File: config.mk
export PLATFORM = sky130hd
export DESIGN_NAME = path_reader_flat
export DESIGN_NICKNAME = d
export VERILOG_FILES = /design/src/rtl/path_reader_pkg.sv /design/src/rtl/path_reader_if.sv /design/src/rtl/path_stack.sv /design/src/rtl/path_reader.sv /design/src/flat_wrapper.sv
export SDC_FILE = /design/constraint.sdc
export NUM_CORES = 1
export LEC_CHECK = 0
export ABC_CLOCK_PERIOD_IN_PS = 4200
export CORE_MARGIN = 2
export CORE_UTILIZATION = 40
export DETAILED_ROUTE_END_ITERATION = 12
export GPL_ROUTABILITY_DRIVEN = 0
export PLACE_DENSITY = 0.69
export SLEW_MARGIN = 20
export SYNTH_ARGS = -nofsm -noshare
export SYNTH_HDL_FRONTEND = slang
export SYNTH_SLANG_ARGS = --single-unit
File: constraint.sdc
create_clock -name clock -period 4.2 [get_ports clock]
set_input_delay 0.63 -clock clock [delete_from_list [all_inputs] [get_ports clock]]
set_output_delay 0.63 -clock clock [all_outputs]
set_load 0.005 [all_outputs]
File: src/rtl/path_reader_pkg.sv
// Shared constants, state/error encodings and address helper for path_reader.
// PATH_REVERSE_EN selects the stacked (source-first) state set.
package path_reader_pkg;

  localparam int unsigned DEFAULT_MAX_NODES   = 16;
  localparam int unsigned DEFAULT_INDEX_WIDTH = 8;
  localparam int unsigned DEFAULT_MADDR_WIDTH = 16;
  localparam int unsigned DEFAULT_MDATA_WIDTH = 32;

  // Same all-ones marker the Dijkstra engine writes for "no predecessor".
  localparam logic [31:0] NO_PREVIOUS_NODE = '1;

`ifdef PATH_REVERSE_EN
  typedef enum logic [2:0] {
    ST_IDLE, ST_PUSH, ST_FETCH, ST_CHECK, ST_DONE, ST_ERROR, ST_POP
  } state_t;
`else
  typedef enum logic [2:0] {
    ST_IDLE, ST_EMIT, ST_FETCH, ST_CHECK, ST_DONE, ST_ERROR
  } state_t;
`endif

  typedef enum logic [1:0] {
    ERR_NONE        = 2'd0,
    ERR_BAD_ARG     = 2'd1,
    ERR_UNREACHABLE = 2'd2,
    ERR_BAD_INDEX   = 2'd3
  } error_code_t;

  function automatic int unsigned entry_stride(input int unsigned mdata_width);
    return mdata_width / 8;
  endfunction

endpackage

File: src/rtl/path_reader_if.sv
// Memory read port and path stream bundle for path_reader.
interface path_reader_if import path_reader_pkg::*; #(
  parameter int unsigned INDEX_WIDTH = DEFAULT_INDEX_WIDTH,
  parameter int unsigned MADDR_WIDTH = DEFAULT_MADDR_WIDTH,
  parameter int unsigned MDATA_WIDTH = DEFAULT_MDATA_WIDTH
);
  logic                   mem_read_enable;
  logic [MADDR_WIDTH-1:0] mem_addr;
  logic                   mem_read_ready;
  logic [MDATA_WIDTH-1:0] mem_read_data;

  logic                   path_valid;
  logic                   path_ready;
  logic [INDEX_WIDTH-1:0] path_node;
  logic                   path_last;

  modport master (
    output mem_read_enable, mem_addr,
    input  mem_read_ready, mem_read_data,
    output path_valid, path_node, path_last,
    input  path_ready
  );

  modport slave (
    input  mem_read_enable, mem_addr,
    output mem_read_ready, mem_read_data,
    input  path_valid, path_node, path_last,
    output path_ready
  );
endinterface

File: src/rtl/path_stack.sv
// Synchronous LIFO used to reverse the walked path (PATH_REVERSE_EN builds only).
module path_stack #(
  parameter int unsigned DEPTH = 16,
  parameter int unsigned WIDTH = 8
) (
  input  logic                       clock,
  input  logic                       reset,
  input  logic                       clear,
  input  logic                       push,
  input  logic                       pop,
  input  logic [WIDTH-1:0]           push_data,
  output logic [WIDTH-1:0]           top_data,
  output logic                       empty,
  output logic                       full,
  output logic [$clog2(DEPTH+1)-1:0] count
);
  localparam int unsigned AW = (DEPTH > 1) ? $clog2(DEPTH) : 1;
  localparam int unsigned CW = $clog2(DEPTH+1);

  logic [WIDTH-1:0] mem [DEPTH];
  logic [AW-1:0]    wr_idx;
  logic [AW-1:0]    top_idx;

  assign wr_idx  = AW'(count);
  assign top_idx = AW'(count - CW'(1));
  assign empty   = (count == '0);
  assign full    = (count == CW'(DEPTH));
  assign top_data = empty ? '0 : mem[top_idx];

  always_ff @(posedge clock) begin
    if (reset || clear) begin
      count <= '0;
    end else if (push && !full) begin
      count <= count + CW'(1);
    end else if (pop && !empty) begin
      count <= count - CW'(1);
    end
  end

  always_ff @(posedge clock) begin
    if (push && !full) begin
      mem[wr_idx] <= push_data;
    end
  end
endmodule

File: src/rtl/path_reader.sv
// Walks the Dijkstra predecessor vector from destination back to source and streams the nodes.
// Build option PATH_REVERSE_EN: buffer the walk in path_stack and stream source-first.
module path_reader import path_reader_pkg::*; #(
  parameter int unsigned MAX_NODES   = DEFAULT_MAX_NODES,
  parameter int unsigned INDEX_WIDTH = DEFAULT_INDEX_WIDTH,
  parameter int unsigned MADDR_WIDTH = DEFAULT_MADDR_WIDTH,
  parameter int unsigned MDATA_WIDTH = DEFAULT_MDATA_WIDTH
) (
  input  logic                   clock,
  input  logic                   reset,
  input  logic                   start,
  input  logic [INDEX_WIDTH-1:0] source,
  input  logic [INDEX_WIDTH-1:0] destination,
  input  logic [INDEX_WIDTH-1:0] number_of_nodes,
  input  logic [MADDR_WIDTH-1:0] result_address,
  path_reader_if.master          bus,
  output logic                   idle,
  output logic                   done,
  output logic                   error,
  output logic [1:0]             error_code,
  output logic [INDEX_WIDTH-1:0] hop_count
);
  localparam int unsigned STRIDE = entry_stride(MDATA_WIDTH);
  localparam logic [INDEX_WIDTH-1:0] NO_PREV = NO_PREVIOUS_NODE[INDEX_WIDTH-1:0];
`ifdef PATH_REVERSE_EN
  localparam state_t ST_WALK = ST_PUSH;
`else
  localparam state_t ST_WALK = ST_EMIT;
`endif

  state_t                 state, state_next;
  error_code_t            err_r, err_next;
  logic [INDEX_WIDTH-1:0] node, node_next;
  logic [INDEX_WIDTH-1:0] hop_next;
  logic [INDEX_WIDTH-1:0] src_r, n_r, pred_r;
  logic [MADDR_WIDTH-1:0] base_r, entry_addr;
  logic                   at_source;
  logic                   unused_data_hi;

  assign unused_data_hi = ^bus.mem_read_data;
  assign at_source  = (node == src_r);
  assign entry_addr = base_r + MADDR_WIDTH'(node) * MADDR_WIDTH'(STRIDE);

`ifdef PATH_REVERSE_EN
  localparam int unsigned CW = $clog2(MAX_NODES+1);
  logic                   stack_push, stack_pop, stack_clear;
  logic                   stack_empty, stack_full;
  logic [INDEX_WIDTH-1:0] stack_top;
  logic [CW-1:0]          stack_count;
  logic                   stack_last;

  path_stack #(
    .DEPTH (MAX_NODES),
    .WIDTH (INDEX_WIDTH)
  ) u_stack (
    .clock     (clock),
    .reset     (reset),
    .clear     (stack_clear),
    .push      (stack_push),
    .pop       (stack_pop),
    .push_data (node),
    .top_data  (stack_top),
    .empty     (stack_empty),
    .full      (stack_full),
    .count     (stack_count)
  );

  // The destination is the bottom entry, so it is the last one popped.
  assign stack_last = (stack_count == CW'(1));
`else
  logic unused_cfg;
  assign unused_cfg = ^MAX_NODES;
`endif

  always_ff @(posedge clock) begin
    if (reset) begin
      state     <= ST_IDLE;
      err_r     <= ERR_NONE;
      node      <= '0;
      hop_count <= '0;
      src_r     <= '0;
      n_r       <= '0;
      base_r    <= '0;
      pred_r    <= '0;
    end else begin
      state     <= state_next;
      err_r     <= err_next;
      node      <= node_next;
      hop_count <= hop_next;
      if (state == ST_IDLE && start) begin
        src_r  <= source;
        n_r    <= number_of_nodes;
        base_r <= result_address;
      end
      if (state == ST_FETCH && bus.mem_read_ready) begin
        pred_r <= bus.mem_read_data[INDEX_WIDTH-1:0];
      end
    end
  end

  always_comb begin
    state_next = state;
    err_next   = err_r;
    node_next  = node;
    hop_next   = hop_count;
`ifdef PATH_REVERSE_EN
    stack_push  = 1'b0;
    stack_pop   = 1'b0;
    stack_clear = 1'b0;
`endif
    case (state)
      ST_IDLE: begin
        if (start) begin
          if (source >= number_of_nodes || destination >= number_of_nodes) begin
            err_next   = ERR_BAD_ARG;
            state_next = ST_ERROR;
          end else begin
            err_next   = ERR_NONE;
            node_next  = destination;
            hop_next   = '0;
            state_next = ST_WALK;
`ifdef PATH_REVERSE_EN
            stack_clear = 1'b1;
`endif
          end
        end
      end
`ifdef PATH_REVERSE_EN
      ST_PUSH: begin
        if (stack_full) begin
          err_next   = ERR_BAD_INDEX;
          state_next = ST_ERROR;
        end else begin
          stack_push = 1'b1;
          hop_next   = hop_count + 1'b1;
          state_next = at_source ? ST_POP : ST_FETCH;
        end
      end
      ST_POP: begin
        if (bus.path_ready && !stack_empty) begin
          stack_pop = 1'b1;
          if (stack_last) state_next = ST_DONE;
        end
      end
`else
      ST_EMIT: begin
        if (bus.path_ready) begin
          hop_next   = hop_count + 1'b1;
          state_next = at_source ? ST_DONE : ST_FETCH;
        end
      end
`endif
      ST_FETCH: begin
        if (bus.mem_read_ready) state_next = ST_CHECK;
      end
      ST_CHECK: begin
        if (pred_r == NO_PREV) begin
          err_next   = ERR_UNREACHABLE;
          state_next = ST_ERROR;
        end else if (pred_r >= n_r || hop_count >= n_r) begin
          err_next   = ERR_BAD_INDEX;
          state_next = ST_ERROR;
        end else begin
          node_next  = pred_r;
          state_next = ST_WALK;
        end
      end
      ST_DONE:  state_next = ST_IDLE;
      ST_ERROR: state_next = ST_IDLE;
      default:  state_next = ST_IDLE;
    endcase
  end

  assign idle       = (state == ST_IDLE);
  assign done       = (state == ST_DONE);
  assign error      = (state == ST_ERROR);
  assign error_code = err_r;

  assign bus.mem_read_enable = (state == ST_FETCH);
  assign bus.mem_addr        = (state == ST_FETCH) ? entry_addr : '0;

`ifdef PATH_REVERSE_EN
  assign bus.path_valid = (state == ST_POP) && !stack_empty;
  assign bus.path_node  = (state == ST_POP) ? stack_top : node;
  assign bus.path_last  = (state == ST_POP) && stack_last;
`else
  assign bus.path_valid = (state == ST_EMIT);
  assign bus.path_node  = node;
  assign bus.path_last  = (state == ST_EMIT) && at_source;
`endif
endmodule

File: src/flat_wrapper.sv
// flat-port wrapper written by rule: the top's interface ports become plain ports
module path_reader_flat import path_reader_pkg::*;
#(
  parameter int unsigned MAX_NODES   = DEFAULT_MAX_NODES,
  parameter int unsigned INDEX_WIDTH = DEFAULT_INDEX_WIDTH,
  parameter int unsigned MADDR_WIDTH = DEFAULT_MADDR_WIDTH,
  parameter int unsigned MDATA_WIDTH = DEFAULT_MDATA_WIDTH
)
  (clock, reset, start, source, destination, number_of_nodes, result_address, idle, done, error, error_code, hop_count, bus_mem_read_enable, bus_mem_addr, bus_mem_read_ready, bus_mem_read_data, bus_path_valid, bus_path_node, bus_path_last, bus_path_ready);
  path_reader_if #(.INDEX_WIDTH(INDEX_WIDTH), .MADDR_WIDTH(MADDR_WIDTH), .MDATA_WIDTH(MDATA_WIDTH)) bus_i ();
  input  logic clock;
  input  logic reset;
  input  logic start;
  input  logic [INDEX_WIDTH-1:0] source;
  input  logic [INDEX_WIDTH-1:0] destination;
  input  logic [INDEX_WIDTH-1:0] number_of_nodes;
  input  logic [MADDR_WIDTH-1:0] result_address;
  output logic idle;
  output logic done;
  output logic error;
  output logic [1:0] error_code;
  output logic [INDEX_WIDTH-1:0] hop_count;
  output wire logic [$bits(bus_i.mem_read_enable)-1:0] bus_mem_read_enable;
  output wire logic [$bits(bus_i.mem_addr)-1:0] bus_mem_addr;
  input wire logic [$bits(bus_i.mem_read_ready)-1:0] bus_mem_read_ready;
  input wire logic [$bits(bus_i.mem_read_data)-1:0] bus_mem_read_data;
  output wire logic [$bits(bus_i.path_valid)-1:0] bus_path_valid;
  output wire logic [$bits(bus_i.path_node)-1:0] bus_path_node;
  output wire logic [$bits(bus_i.path_last)-1:0] bus_path_last;
  input wire logic [$bits(bus_i.path_ready)-1:0] bus_path_ready;
  assign bus_mem_read_enable = bus_i.mem_read_enable;
  assign bus_mem_addr = bus_i.mem_addr;
  assign bus_i.mem_read_ready = bus_mem_read_ready;
  assign bus_i.mem_read_data = bus_mem_read_data;
  assign bus_path_valid = bus_i.path_valid;
  assign bus_path_node = bus_i.path_node;
  assign bus_path_last = bus_i.path_last;
  assign bus_i.path_ready = bus_path_ready;
  path_reader #(.MAX_NODES(MAX_NODES), .INDEX_WIDTH(INDEX_WIDTH), .MADDR_WIDTH(MADDR_WIDTH), .MDATA_WIDTH(MDATA_WIDTH)) u_core (.clock(clock), .reset(reset), .start(start), .source(source), .destination(destination), .number_of_nodes(number_of_nodes), .result_address(result_address), .bus(bus_i), .idle(idle), .done(done), .error(error), .error_code(error_code), .hop_count(hop_count));
endmodule
After elaboration in Yosys (flattened, before gate mapping)
Cells that the tools add are included.
{ "totals": {"reg_bits": 61, "latch_bits": 0, "mem_bits_rw": 0, "rom_bits": 0, "input_bits": 77, "out_inout_bits": 40, "word_cells": 63, "n_memories": 0} }
{ "op_classes": {"addsub": 2, "n_mul": 0, "div_mod_pow": 0, "magnitude_cmp": 4, "eq_ne": 14, "shifts": 0, "n_mux": 23, "bitwise_logic": 0, "n_reduce_logical": 12} }
{ "ops": {"columns": ["op", "n"], "rows": [
  ["2-to-1 mux 8 bit", 7],
  [">= comparator 8 bit", 4],
  ["one-hot mux 8 bit (2 select lines)", 2],
  ["2-to-1 mux 3 bit", 7],
  ["adder 16 x 10 -> 16 bit", 1],
  ["2-to-1 mux 16 bit", 1],
  ["one-hot mux 3 bit (4 select lines)", 1],
  ["adder 8 x 1 -> 8 bit (second input constant)", 1],
  ["== test 8 bit", 1],
  ["== test 8 bit (second input constant)", 1],
  ["!= test 2 bit (second input constant)", 4],
  ["== test 3 x 2 -> 1 bit (second input constant)", 2],
  ["== test 3 bit (second input constant)", 2],
  ["2-to-1 mux 2 bit", 3],
  ["AND reduction 3 bit", 2],
  ["AND reduction 5 bit", 1],
  ["!= test 2 x 1 -> 1 bit (second input constant)", 2],
  ["one-hot mux 2 bit (2 select lines)", 1],
  ["AND reduction 4 bit", 1],
  ["nonzero test 2 bit", 2],
  ["== test 3 x 1 -> 1 bit (second input constant)", 1],
  ["logical AND 1 bit", 3],
  ["zero test 3 bit", 1],
  ["!= test 3 x 1 -> 1 bit (second input constant)", 1],
  ["2 further kinds", 3]
]} }

Logic depth before layout (Yosys ltp)
{ "logic_depth": {"word_depth": 5, "depth_mapped": 9, "mapped_depth_nobuf": 9} }

Worst setup path after synthesis
No wires, ideal clock.
{ "synth_timing": {"path_type": "register to output", "start": "reg u_core.node[0] (netlist: u_core.bus.path_node[0])", "end": "out bus_mem_addr[14]", "t_arrival_ps": 1887, "required_ps": 3570, "setup_slack_ps": 1683, "path_stages_with_launch": 10, "path_buffers": 0, "cell_sequence": "dfxtp_1 > ha_1 > inv_1 > fa_1 > nor2b_1 > o21ai_0 > a21boi_1 > o211ai_1 > a211o_1 > o311ai_1"} }
{ "synth_via": {"elab_chain_len": 2} }
{ "synth_lines": {"columns": ["item", "line", "rtl"], "rows": [
  ["start: declaration", "path_reader.sv:33", "logic [INDEX_WIDTH-1:0] node, node_next;"],
  ["start signal: assignment", "path_reader.sv:88", "node <= node_next;"],
  ["adder 16 x 10 -> 16 bit", "path_reader.sv:42", "assign entry_addr = base_r + MADDR_WIDTH'(node) * MADDR_WIDTH'(STRIDE);"],
  ["2-to-1 mux 16 bit", "path_reader.sv:180", "assign bus.mem_addr = (state == ST_FETCH) ? entry_addr : '0;"],
  ["end: declaration", "flat_wrapper.sv:24", "output wire logic [$bits(bus_i.mem_addr)-1:0] bus_mem_addr;"]
]} }
Every way passes these cells.

Worst setup path in the final report
Ends and elaborated chain as after synthesis.

==> impl_metrics.sql <==
INSERT INTO impl_metrics (metric_group, metric, value, unit) VALUES
('cells_and_area', 'final_layout_size_suffix_gt1_share', '5.63', '%'),
('sta', 'fin_crit', '3.71', 'ns'),
('sta', 'timing.final.max_slew_violations', '0', ''),
('status', 'outcome', 'finished clean', ''),
('floorplanning', 'start_util', '41.5', '%'),
('setup_path', 'setup.worst_path.class', 'flop to output pin', ''),
('hold_path', 'hold_path.class', 'flop to flop', ''),
('cells_and_area', 'most_common_cell_after_layout_fill_and_taps_aside', 'nand2_1', ''),
('pwr', 'power_leakage', '1.99', 'nW'),
('cells_and_area', 'antenna_cells_inserted', '0', ''),
('place', 'place.port_buffers', '92', ''),
('setup_path', 'timing.critical_path.slowest_stage_cell', 'clkdlybuf4s50_1', ''),
('yosys', 'ys_seq_area_share', '29.9', '%'),
('clock_tree', 'cts-resized-gates', '0', ''),
('yosys', 'post-synth-top-area-fraction', '29.9', '%'),
('place', 'dp.final_hpwl', '9.01', 'mm'),
('yosys', 'synth-edff-count', '0', ''),
('cells_and_area', 'area_growth_syn_to_layout', '29.8', '%'),
('global_route', 'wire_length_of_the_first_global_routing_pass', '19.2', 'mm'),
('sta', 'relSlewSlack', '33.5', '%'),
('sta', 'worst-slew-pin-transition', '0.997', 'ns'),
('yosys', 'netlist_area', '4080', 'µm²'),
('setup_path', 'list_of_cells_traversed_by_the_critical_path', 'ha_1 -> inv_1 -> fa_1 -> nor2b_1 -> o21ai_0 -> a21boi_1 -> o211ai_1 -> a211o_1 -> o311ai_1 -> clkdlybuf4s50_1', ''),
('clock_tree', 'h-tree-depth', '3', ''),
('yosys', 'number_of_distinct_library_cells_after_synthesis', '62', ''),
('route', 'drt-initial-drc-count', '174', ''),
('global_route', 'globalRouteTotalUtil', '21.5', '%'),
('cells_and_area', 'layout.core_utilization', '53.9', '%'),
('route', 'first_pass_iters', '5', ''),
('global_route', 'grt_pass1_vias', '3951', ''),
('clock_tree', 'clk-insertion-delay-late', '0.34', 'ns'),
('yosys', 'syn-num-nets', '654', ''),
('global_route', 'grt_start_max_net_pins', '59', ''),
('clock_tree', 'post-cts-setup-buffer-count', '0', ''),
('cells_and_area', 'layout.nets', '736', ''),
('yosys', 'syn_inst', '535', ''),
('yosys', 'avgSynthCellArea', '7.62', 'µm²'),
('route', 'routed-via-count', '4178', ''),
('setup_path', 'worst-r2r-setup-slack', '1.77', 'ns'),
('clock_tree', 'clock_path_buffers', '2', ''),
('sta', 'totalNegativeSetupSlack', '0', 'ns'),
('sta', 'timing.fmax', '0.269', 'GHz'),
('clock_tree', 'cts_root_buffer', 'clkbuf_8', ''),
('setup_path', 'timing.critical_path.required', '3.57', 'ns'),
('setup_path', 'cp-end-kind', 'output pin', ''),
('route', 'route.detailed.drc', '0', ''),
('yosys', 'async_flop_share', '0', '%'),
('pwr', 'p_total', '2.53', 'mW'),
('floorplanning', 'die-height', '105', 'µm'),
('global_route', 'antenna_violations_before_repair', '0', ''),
('yosys', 'yosys.area.top_type', 'dfxtp_1', ''),
('clock_tree', 'path_clk_slew', '0.07', 'ns'),
('setup_path', 'cp_max_fo', '4', ''),
('sta', 'final.hold.worst_slack', '0.449', 'ns'),
('yosys', 'flops_latches_synth', '61', ''),
('route', 'drt-wirelength-per-cell', '15.6', 'µm'),
('route', 'drt-vias-per-instance', '5.53', ''),
('run', 'maximum_capacitance_violations', '0', ''),
('floorplanning', 'die-area', '11000', 'µm²'),
('floorplanning', 'coreArea', '9820', 'µm²'),
('clock_tree', 'clock_sink_count', '61', ''),
('floorplanning', 'floorplan.io_pins', '117', ''),
('yosys', 'ys_warn_count', '0', ''),
('sta', 'final.period_utilization', '88.4', '%'),
('floorplanning', 'die_w', '105', 'µm'),
('route', 'route.antenna.remaining_nets', '0', ''),
('yosys', 'yosys-top-cells-area', 'dfxtp_1 30%, ha_1 13%, nand2_1 8.9%, a21oi_1 6.9%, inv_1 3.5%', ''),
('clock_tree', 'tritoncts', 'yes', ''),
('clock_tree', 'hold_buffers', '0', ''),
('yosys', 'dominantRegCellSynth', 'dfxtp_1', ''),
('setup_path', 'worstSetupStartpointType', 'flop', '');
## final timing paths
path / end / startpoint / depth (start not counted)
max reg2reg: u_core.bus.path_node[0] / u_core.hop_count[5] / 7
min reg2reg: u_core.base_r[1] / u_core.base_r[1] / 2
min: u_core.base_r[1] / u_core.base_r[1] / 2
max: bus_mem_addr[14] / u_core.bus.path_node[0] / 10
## synthesized netlist by cell type, drive strengths merged (7+ instances only)
master and count:
ha 41, nor2 37, a21oi 57, nand4 10
dfxtp 61, o21a 7, nand2 97, or4 10
o21ai 19, nor3 18, clkbuf 13, o311ai 10
inv 40, xnor2 10, nand3 16, nor4 12
buf 11
## area by class of cell
cell class / count / area [µm²] / share of cell area [%]
multi-input cells: 408 / 2580 / 48.8
flip-flops and latches: 61 / 1220 / 23.1
repair buffers: 96 / 946 / 17.9
well taps: 133 / 166 / 3.14
clock buffers: 12 / 155 / 2.93
inverters: 41 / 154 / 2.91
clock inverters: 4 / 70.1 / 1.32
## metal layers
layer  global-route usage [%]  part of all wire (%)  vias to the layer above
li1                         -                     -                     2068
met1                     26.8                    44                     1938
met2                     36.8                    48                      147
met3                     3.93                   5.9                       25
met4                     8.10                   2.2                        0
met5                        0                     0                        -
## logic make-up after synthesis
group | share of synthesized area [%]
and+or+nand+nor | 26.3
buffers and inverters | 6.78
muxes | 1.29
DFF | 29.9
xor gates and xnor gates | 2.36
adders and majority gates | 13.1
AOI/OAI and AO/OA | 20.3
## worst max-delay path: cells and delay by family (launching register included)
kind / cells / cell delay [ns]
flip-flops: 1 / 0.41
adder cells (fa/ha/maj): 2 / 0.57
AO/OA/AOI/OAI: 5 / 0.98
buffers and inverters: 2 / 0.62
AND/OR/NAND/NOR: 1 / 0.15
## per-stage QoR
step | setup WS (ns) | instances | instance area, µm²
floorplan | 1.68 | 535 | 4080
global placement | 0.937 | 739 | 5070
detailed placement | 0.883 | 739 | 5070
CTS | 0.490 | 755 | 5290
global route | 0.232 | 755 | 5290
finish | 0.488 | 755 | 5290
## registers in the layout (all words and copies together) (netlist names)
name                  flops
u_core.base_r            16
u_core.bus.path_node      8
u_core.hop_count          8
u_core.n_r                8
u_core.pred_r             8
u_core.src_r              8
u_core.state              3
u_core.error_code         2
## power breakdown
part	switching (mW)	leakage, nW	internal, mW
clock	0.227	0.116	0.365
sequential	0.137	0.499	0.690
combinational	0.627	1.37	0.480
(Power assumes the default switching activity.)
